**config.mk**
```make
export PLATFORM = sky130hd
export DESIGN_NAME = inst_mem_ctrl
export DESIGN_NICKNAME = d
export VERILOG_FILES = /design/src/rtl/inst_mem_ctrl.sv
export SDC_FILE = /design/constraint.sdc
export NUM_CORES = 1
export LEC_CHECK = 0
export BUFFER_PORTS_ARGS = -buffer_cell sky130_fd_sc_hd__buf_2
export CAP_MARGIN = 20
export CORE_AREA = 5 5 91 135
export CTS_CLUSTER_SIZE = 25
export DETAILED_ROUTE_END_ITERATION = 8
export DIE_AREA = 0 0 96 140
export PLACE_DENSITY = 0.63
export SLEW_MARGIN = 20
export SYNTH_ARGS = -nofsm -noshare
export SYNTH_HDL_FRONTEND = slang
export SYNTH_SLANG_ARGS = --single-unit
```
**constraint.sdc**
```tcl
create_clock -name clk -period 10.89 [get_ports clk]
set_input_delay 1.6335 -clock clk [delete_from_list [all_inputs] [get_ports clk]]
set_output_delay 1.6335 -clock clk [all_outputs]
set_load 0.02 [all_outputs]
```
**src/rtl/inst_mem_ctrl.sv**
```systemverilog
// Instruction memory controller.
// LOAD streams loader words into a single-port synchronous-read memory.
// RUN serves CPU fetches with a fixed one-cycle response latency.
module inst_mem_ctrl #(
  parameter int unsigned DEPTH_WORDS = 256,
  parameter logic [31:0] NOP_INST    = 32'h00000013
) (
  input  logic        clk,
  input  logic        rst,
  // loader stream
  input  logic        ld_valid,
  input  logic [31:0] ld_data,
  input  logic        ld_last,
  output logic        ld_ready,
  input  logic        reload,
  // cpu fetch port
  input  logic        cpu_req,
  input  logic [31:0] cpu_addr,
  output logic        cpu_valid,
  output logic [31:0] cpu_inst,
  output logic        cpu_stall,
  // memory port
  output logic        mem_en,
  output logic        mem_we,
  output logic [31:0] mem_addr,
  output logic [31:0] mem_wdata,
  input  logic [31:0] mem_rdata,
  // status
  output logic        load_done,
  output logic [31:0] load_words,
  output logic        err_misaligned,
  output logic        err_overflow
);

  localparam logic [31:0] LastIdx   = 32'(DEPTH_WORDS - 1);
  localparam logic [31:0] DepthWrds = 32'(DEPTH_WORDS);

  typedef enum logic [0:0] {StLoad, StRun} state_e;

  state_e      state_q, state_d;
  logic [31:0] load_words_q, load_words_d;
  logic        load_done_q, load_done_d;
  logic        err_mis_q, err_mis_d;
  logic        err_ovf_q, err_ovf_d;
  logic        resp_pend_q, resp_pend_d;
  logic        resp_nop_q, resp_nop_d;
  logic [31:0] inst_hold_q, inst_hold_d;

  logic        in_load;
  logic        xfer;
  logic        fetch;
  logic        fetch_rd;
  logic        addr_aligned;
  logic        addr_in_range;
  logic [31:0] resp_inst;

  // Request decode; rst gates everything so reset forces a quiet memory port.
  always_comb begin
    in_load       = (state_q == StLoad);
    addr_aligned  = (cpu_addr[1:0] == 2'b00);
    addr_in_range = ({2'b00, cpu_addr[31:2]} < DepthWrds);
    // reload wins over a same-cycle loader word
    xfer          = in_load && ld_valid && !reload && !rst;
    fetch         = !in_load && cpu_req && !rst;
    fetch_rd      = fetch && addr_aligned && addr_in_range;
  end

  // Output drive: memory port, loader handshake, fetch response.
  always_comb begin
    ld_ready  = in_load && !rst;
    cpu_stall = in_load;
    mem_en    = xfer || fetch_rd;
    mem_we    = xfer;
    mem_wdata = xfer ? ld_data : 32'h0;
    if (xfer) begin
      mem_addr = {load_words_q[29:0], 2'b00};
    end else if (fetch_rd) begin
      mem_addr = cpu_addr;
    end else begin
      mem_addr = 32'h0;
    end
    resp_inst      = resp_nop_q ? NOP_INST : mem_rdata;
    cpu_valid      = resp_pend_q;
    // Without a response the port keeps showing the last delivered word.
    cpu_inst       = resp_pend_q ? resp_inst : inst_hold_q;
    load_done      = load_done_q;
    load_words     = load_words_q;
    err_misaligned = err_mis_q;
    err_overflow   = err_ovf_q;
  end

  // Next-state: FSM, load counter, sticky flags and the response pipeline.
  always_comb begin
    state_d      = state_q;
    load_words_d = load_words_q;
    load_done_d  = load_done_q;
    err_mis_d    = err_mis_q;
    err_ovf_d    = err_ovf_q;
    inst_hold_d  = resp_pend_q ? resp_inst : inst_hold_q;
    // A fetch accepted this cycle always answers next cycle, even across reload.
    resp_pend_d  = fetch;
    resp_nop_d   = !fetch_rd;

    if (fetch && !addr_aligned) begin
      err_mis_d = 1'b1;
    end

    if (reload) begin
      state_d      = StLoad;
      load_words_d = 32'h0;
      load_done_d  = 1'b0;
      err_ovf_d    = 1'b0;
    end else begin
      unique case (state_q)
        StLoad: begin
          if (xfer) begin
            load_words_d = load_words_q + 32'd1;
            if (ld_last) begin
              state_d     = StRun;
              load_done_d = 1'b1;
            end else if (load_words_q == LastIdx) begin
              // Final memory word written without ld_last: stop loading.
              state_d     = StRun;
              load_done_d = 1'b1;
              err_ovf_d   = 1'b1;
            end
          end
        end
        StRun: begin
          state_d = StRun;
        end
        default: state_d = StLoad;
      endcase
    end
  end

  // State registers with asynchronous active-high reset.
  always_ff @(posedge clk or posedge rst) begin
    if (rst) begin
      state_q      <= StLoad;
      load_words_q <= 32'h0;
      load_done_q  <= 1'b0;
      err_mis_q    <= 1'b0;
      err_ovf_q    <= 1'b0;
      resp_pend_q  <= 1'b0;
      resp_nop_q   <= 1'b0;
      inst_hold_q  <= 32'h0;
    end else begin
      state_q      <= state_d;
      load_words_q <= load_words_d;
      load_done_q  <= load_done_d;
      err_mis_q    <= err_mis_d;
      err_ovf_q    <= err_ovf_d;
      resp_pend_q  <= resp_pend_d;
      resp_nop_q   <= resp_nop_d;
      inst_hold_q  <= inst_hold_d;
    end
  end

endmodule

```
Word-level counts from Yosys, hierarchy flattened

Index checks and enable logic that the tools add are counted.

Memories: 0
ROM bits: 0
Bits in latches: 0
Bits in writable memories: 0
Register bits: 70
Output and inout bits: 136
Word-level logic and storage cells: 57

Multiply operators: 0
Reduce and logical (&&, ||, !) cells: 21
Mux-type cells: 22
Divide/modulo/power cells: 0
Magnitude comparators: 1
Shifts and indexed selects: 0
Bitwise gates (word level): 1
Equal/unequal tests: 3
Add/subtract/negate cells: 1

Operator list:

| operator                                                                      | number |
|---|---|
| 32-bit 2-to-1 mux                                                             | 8 |
| 32-bit by 1-bit adder with 32-bit output, second input constant               | 1 |
| 32-bit by 8-bit equality test with 1-bit output, second input constant        | 1 |
| 30-bit by 9-bit less-than comparator with 1-bit output, second input constant | 1 |
| 1-bit 2-to-1 mux                                                              | 13 |
| 1-bit logical AND                                                             | 9 |
| 1-bit logical NOT                                                             | 4 |
| 4-bit AND reduction                                                           | 1 |
| 2-bit nonzero test                                                            | 2 |
| 3-bit AND reduction                                                           | 1 |
| 3-bit nonzero test                                                            | 1 |
| 2-bit logical NOT                                                             | 1 |
| 2-bit by 1-bit != test with 1-bit output, second input constant               | 1 |
| 2-bit != test, second input constant                                          | 1 |
| 1-bit one-hot mux with 2 select lines                                         | 1 |
| 2-bit AND reduction                                                           | 1 |
| 1-bit logical OR                                                              | 1 |
| 1-bit inverter                                                                | 1 |

Depth between registers and ports, before layout

Depth after elaboration: 7
Mapped depth: 7
Depth with buffers taken out: 6

Worst setup path before layout

No wires, ideal clock.

Path kind: in2out
Start: in rst
End: out mem_addr[2]
Arrival time: 4.461 ns
Setup slack: 4.795 ns
Stages on the path: 4
Cells stage by stage: inv_1 -> nand3_1 -> nor4_2 -> a22o_1

Cells in the longest elaborated chain, start to end: 6

Ends and longest elaborated chain:

| item                           | RTL line | text |
|---|---|---|
| start, declared                | 9        | `input logic rst,` |
| 1-bit logical NOT (no line) *  | -        |  |
| 1-bit logical AND              | 64       | `fetch = !in_load && cpu_req && !rst;` |
| 1-bit logical AND (2 in a row) | 65       | `fetch_rd = fetch && addr_aligned && addr_in_range;` |
| 32-bit 2-to-1 mux              | 77       | `end else if (fetch_rd) begin` |
| 32-bit 2-to-1 mux *            | 75       | `if (xfer) begin` |
| end, declared                  | 25       | `output logic [31:0] mem_addr,` |

Every way passes the cells marked *; elsewhere a longest branch is shown, timed or not.

Final worst setup path

Start: in rst
End: out mem_addr[6]

Same word-level chain as after synthesis.

==> flow_summary.rst <==
.. list-table::
   :header-rows: 1

   * - Metric
     - Value
   * - Number of buffers inserted to repair setup after CTS
     - 0
   * - DRC violations left
     - 0
   * - Worst vdd rail ir drop
     - 67.12 uV
   * - Hold Buf Count CTS
     - 0
   * - Die boundary height
     - 140 um
   * - Core area
     - 0.01094 mm^2
   * - Min-Delay Path Class
     - register to register
   * - Total track usage
     - 0.1808
   * - RePlAce Congestion
     - 0.7951
   * - Antenna diodes
     - 0
   * - Worst setup path class
     - input pin to output pin
   * - Input/output buffers
     - 235
   * - Max Fclk
     - 177.5 MHz
   * - Outcome
     - finished clean
   * - Clock root buffer
     - sky130_fd_sc_hd__clkbuf_16
   * - Critical Path Fanout Max
     - 71
   * - Largest net degree at the start of global routing
     - 72
   * - Via count of the first global-routing pass
     - 3803
   * - First-pass GRT wire length
     - 19140 um
   * - Relative slew slack
     - 0.3176
   * - Kind of capture point of the worst setup path
     - output pin
   * - TritonCTS Buffers
     - 9
   * - DIE WIDTH
     - 96 um
   * - Sum of negative setup slack
     - 0 ns
   * - Most used DFF post-synth
     - sky130_fd_sc_hd__dfrtp_1
   * - Hold Fails Final Rpt
     - 0
   * - Worst hold slack
     - 0.4773 ns
   * - Iter 0 DRT Violations
     - 145
   * - Mean instance size in the synthesized netlist
     - 8.758 um^2
   * - Worst slew pin tran
     - 1.019 ns
   * - Register area share after synthesis
     - 0.4684
   * - Main area contributors after synthesis
     - sky130_fd_sc_hd__dfrtp_1, sky130_fd_sc_hd__and2_1, sky130_fd_sc_hd__o21ai_0
   * - Std-Cell Rows
     - 47
   * - Worst Path Required
     - 9.26 ns
   * - Final setup viols
     - 0
   * - Flops & latches, synth
     - 70
   * - H-tree levels
     - 3
   * - Yosys top cell area share
     - 0.4684
   * - Initial antenna violation count
     - 0
   * - Final number of max-transition violations
     - 0
   * - Fill cells
     - 1079
   * - Io pins
     - 238
   * - Dominant cell by count in the synthesized netlist
     - sky130_fd_sc_hd__dfrtp_1
   * - Share of flip-flops with an asynchronous set or reset
     - 1.000
   * - Type of origin of the critical path
     - input pin
   * - Count of cells resized by post-cts repair
     - 0
   * - Number of enable flip-flop cells after synthesis
     - 0
   * - Final WL
     - 12330 um
   * - CTS tree
     - built
   * - Num Clock Sinks
     - 70
   * - Drt wl/cell
     - 15.33 um
   * - Source-to-sink clock delay at the later pin of the worst-skew pair
     - 0.33 ns
   * - Number of unique standard cell types used by synthesis
     - 40
   * - Layout cells sized above 1
     - 0.4018
   * - Tmin final
     - 5.633 ns
   * - CTS clk-pin slew, worst paths
     - 0.06 ns
   * - Full die area
     - 0.01344 mm^2
   * - Number of nets still failing antenna checks after routing
     - 0
   * - Max-cap violations
     - 0
   * - Share of the core filled with cells
     - 0.4894
   * - Count of synthesis-stage warnings from yosys
     - 0
   * - Detail-routed via count per cell
     - 4.872
   * - Placed wire-length estimate after detailed placement
     - 9552 um
   * - Global route overflow
     - 0
   * - Buffers from clock root to sink, at most
     - 2
   * - Cells after Synth
     - 427
   * - Top post-synthesis cells by count
     - sky130_fd_sc_hd__dfrtp_1, sky130_fd_sc_hd__and2_1, sky130_fd_sc_hd__nand2_1
   * - Period utilisation layout
     - 0.5173
   * - Vias
     - 3917
   * - Leading area contributor after synthesis
     - sky130_fd_sc_hd__dfrtp_1
   * - Area growth syn-to-layout
     - 43.12%
   * - Summed instance area of the synthesized netlist
     - 0.003740 mm^2
   * - Data arrival time at the worst-slack endpoint
     - 4.00 ns
   * - Number of optimization iterations in the first detailed-route pass
     - 4
   * - RSZ-0062 raised after global routing
     - false
   * - Power per Cell Area
     - 145.6 mW/mm^2
   * - Initial Utilization
     - 0.3419
   * - Net count of the finished layout
     - 755
   * - Leakage
     - 2.820 nW
   * - Worst Clk Skew
     - 0.007170 ns
-- where the power goes --
group	leakage (nW)	total [W]	internal, W	switching [W]
Clock	0.165	0.000328	0.000222	0.000106
Combinational	1.74	0.000151	0.0000513	0.0000999
Sequential	0.916	0.000300	0.000291	0.00000867
-- cell families after synthesis --
group,share of synthesized area
multiplexers,0.01204
other,0.001003
flip-flops,0.4684
adder cells (fa/ha/maj),0.003345
buffers and inverters,0.06758
XOR/XNOR,0.01874
AO/OA/AOI/OAI,0.1345
AND/OR/NAND/NOR,0.2944
-- worst max-delay path: stages --
cell and delay [ns]:
sky130_fd_sc_hd__buf_2 0.12, sky130_fd_sc_hd__inv_2 0.04, sky130_fd_sc_hd__buf_4 0.67, sky130_fd_sc_hd__nand3_1 0.27, sky130_fd_sc_hd__nor4_2 0.82, sky130_fd_sc_hd__a22o_1 0.24
sky130_fd_sc_hd__buf_2 0.16
-- placed cells by master, fill, tap and decap left out, types with 3 or more instances in the layout --
cell type / count
sky130_fd_sc_hd__o22a_1: 3
sky130_fd_sc_hd__dfrtp_1: 70
sky130_fd_sc_hd__and4_1: 4
sky130_fd_sc_hd__nand2_1: 43
sky130_fd_sc_hd__clkinv_2: 3
sky130_fd_sc_hd__o21ai_0: 38
sky130_fd_sc_hd__nand3_1: 14
sky130_fd_sc_hd__clkbuf_16: 9
sky130_fd_sc_hd__bufinv_16: 3
sky130_fd_sc_hd__and3_1: 4
sky130_fd_sc_hd__nor2b_1: 4
sky130_fd_sc_hd__nor2_1: 18
sky130_fd_sc_hd__buf_2: 235
sky130_fd_sc_hd__or4_1: 13
sky130_fd_sc_hd__inv_1: 37
sky130_fd_sc_hd__and2_1: 54
sky130_fd_sc_hd__mux2_2: 4
sky130_fd_sc_hd__nor4_1: 15
sky130_fd_sc_hd__a21oi_1: 20
sky130_fd_sc_hd__nand4_1: 12
sky130_fd_sc_hd__or3_1: 8
sky130_fd_sc_hd__o31ai_1: 10
sky130_fd_sc_hd__a22o_1: 8
sky130_fd_sc_hd__xor2_1: 6
-- final timing paths --
path,from,end,slack [ns],depth (start not counted)
setup / recovery,rst,mem_addr[6],5.26,7
hold / removal,err_misaligned,err_misaligned,0.48,1
setup reg to reg,state_q,load_words[31],8.13,7
hold reg to reg,err_misaligned,err_misaligned,0.48,1
max in group asynchronous,rst,inst_hold_q[12],8.72,3
min in group asynchronous,rst,load_words[2],1.59,3
-- stage by stage --
stage	area [um^2]	setup slack (ns)	std cells	power [W]
floorplan	3744	4.795	428	0.0003928
global placement	5015	5.309	788	0.0004555
detailed placement	5015	5.192	788	0.0004590
CTS	5353	5.195	804	0.0007909
global route	5353	4.913	804	0.0008171
finish	5353	5.257	804	0.0007792
-- final cells by class --
class,instances,area (um^2),share of cell area
clock inverter,7,112.6,0.02104
sequential,70,1752,0.3273
tap,147,183.9,0.03436
multi-input combinational,295,1742,0.3254
clock buffer,9,225.2,0.04208
timing repair buffer,237,1191,0.2225
inverter,39,146.4,0.02735
-- flip-flops by register name (all words and copies together), names as in the netlist --
register	count
cpu_valid	1
load_words	32
resp_nop_q	1
load_done	1
inst_hold_q	32
err_misaligned	1
state_q	1
err_overflow	1
-- metal layers --
metal,wire length (um),global-route usage,vias to the layer above,part of all wire
li1,-,-,1928,-
met1,4987,0.2201,1791,0.40
met2,6194,0.3112,188,0.50
met3,1043,0.04131,10,0.085
met4,100,0.05547,0,0.0081
met5,0,0,-,0
(Power assumes the default switching activity.)
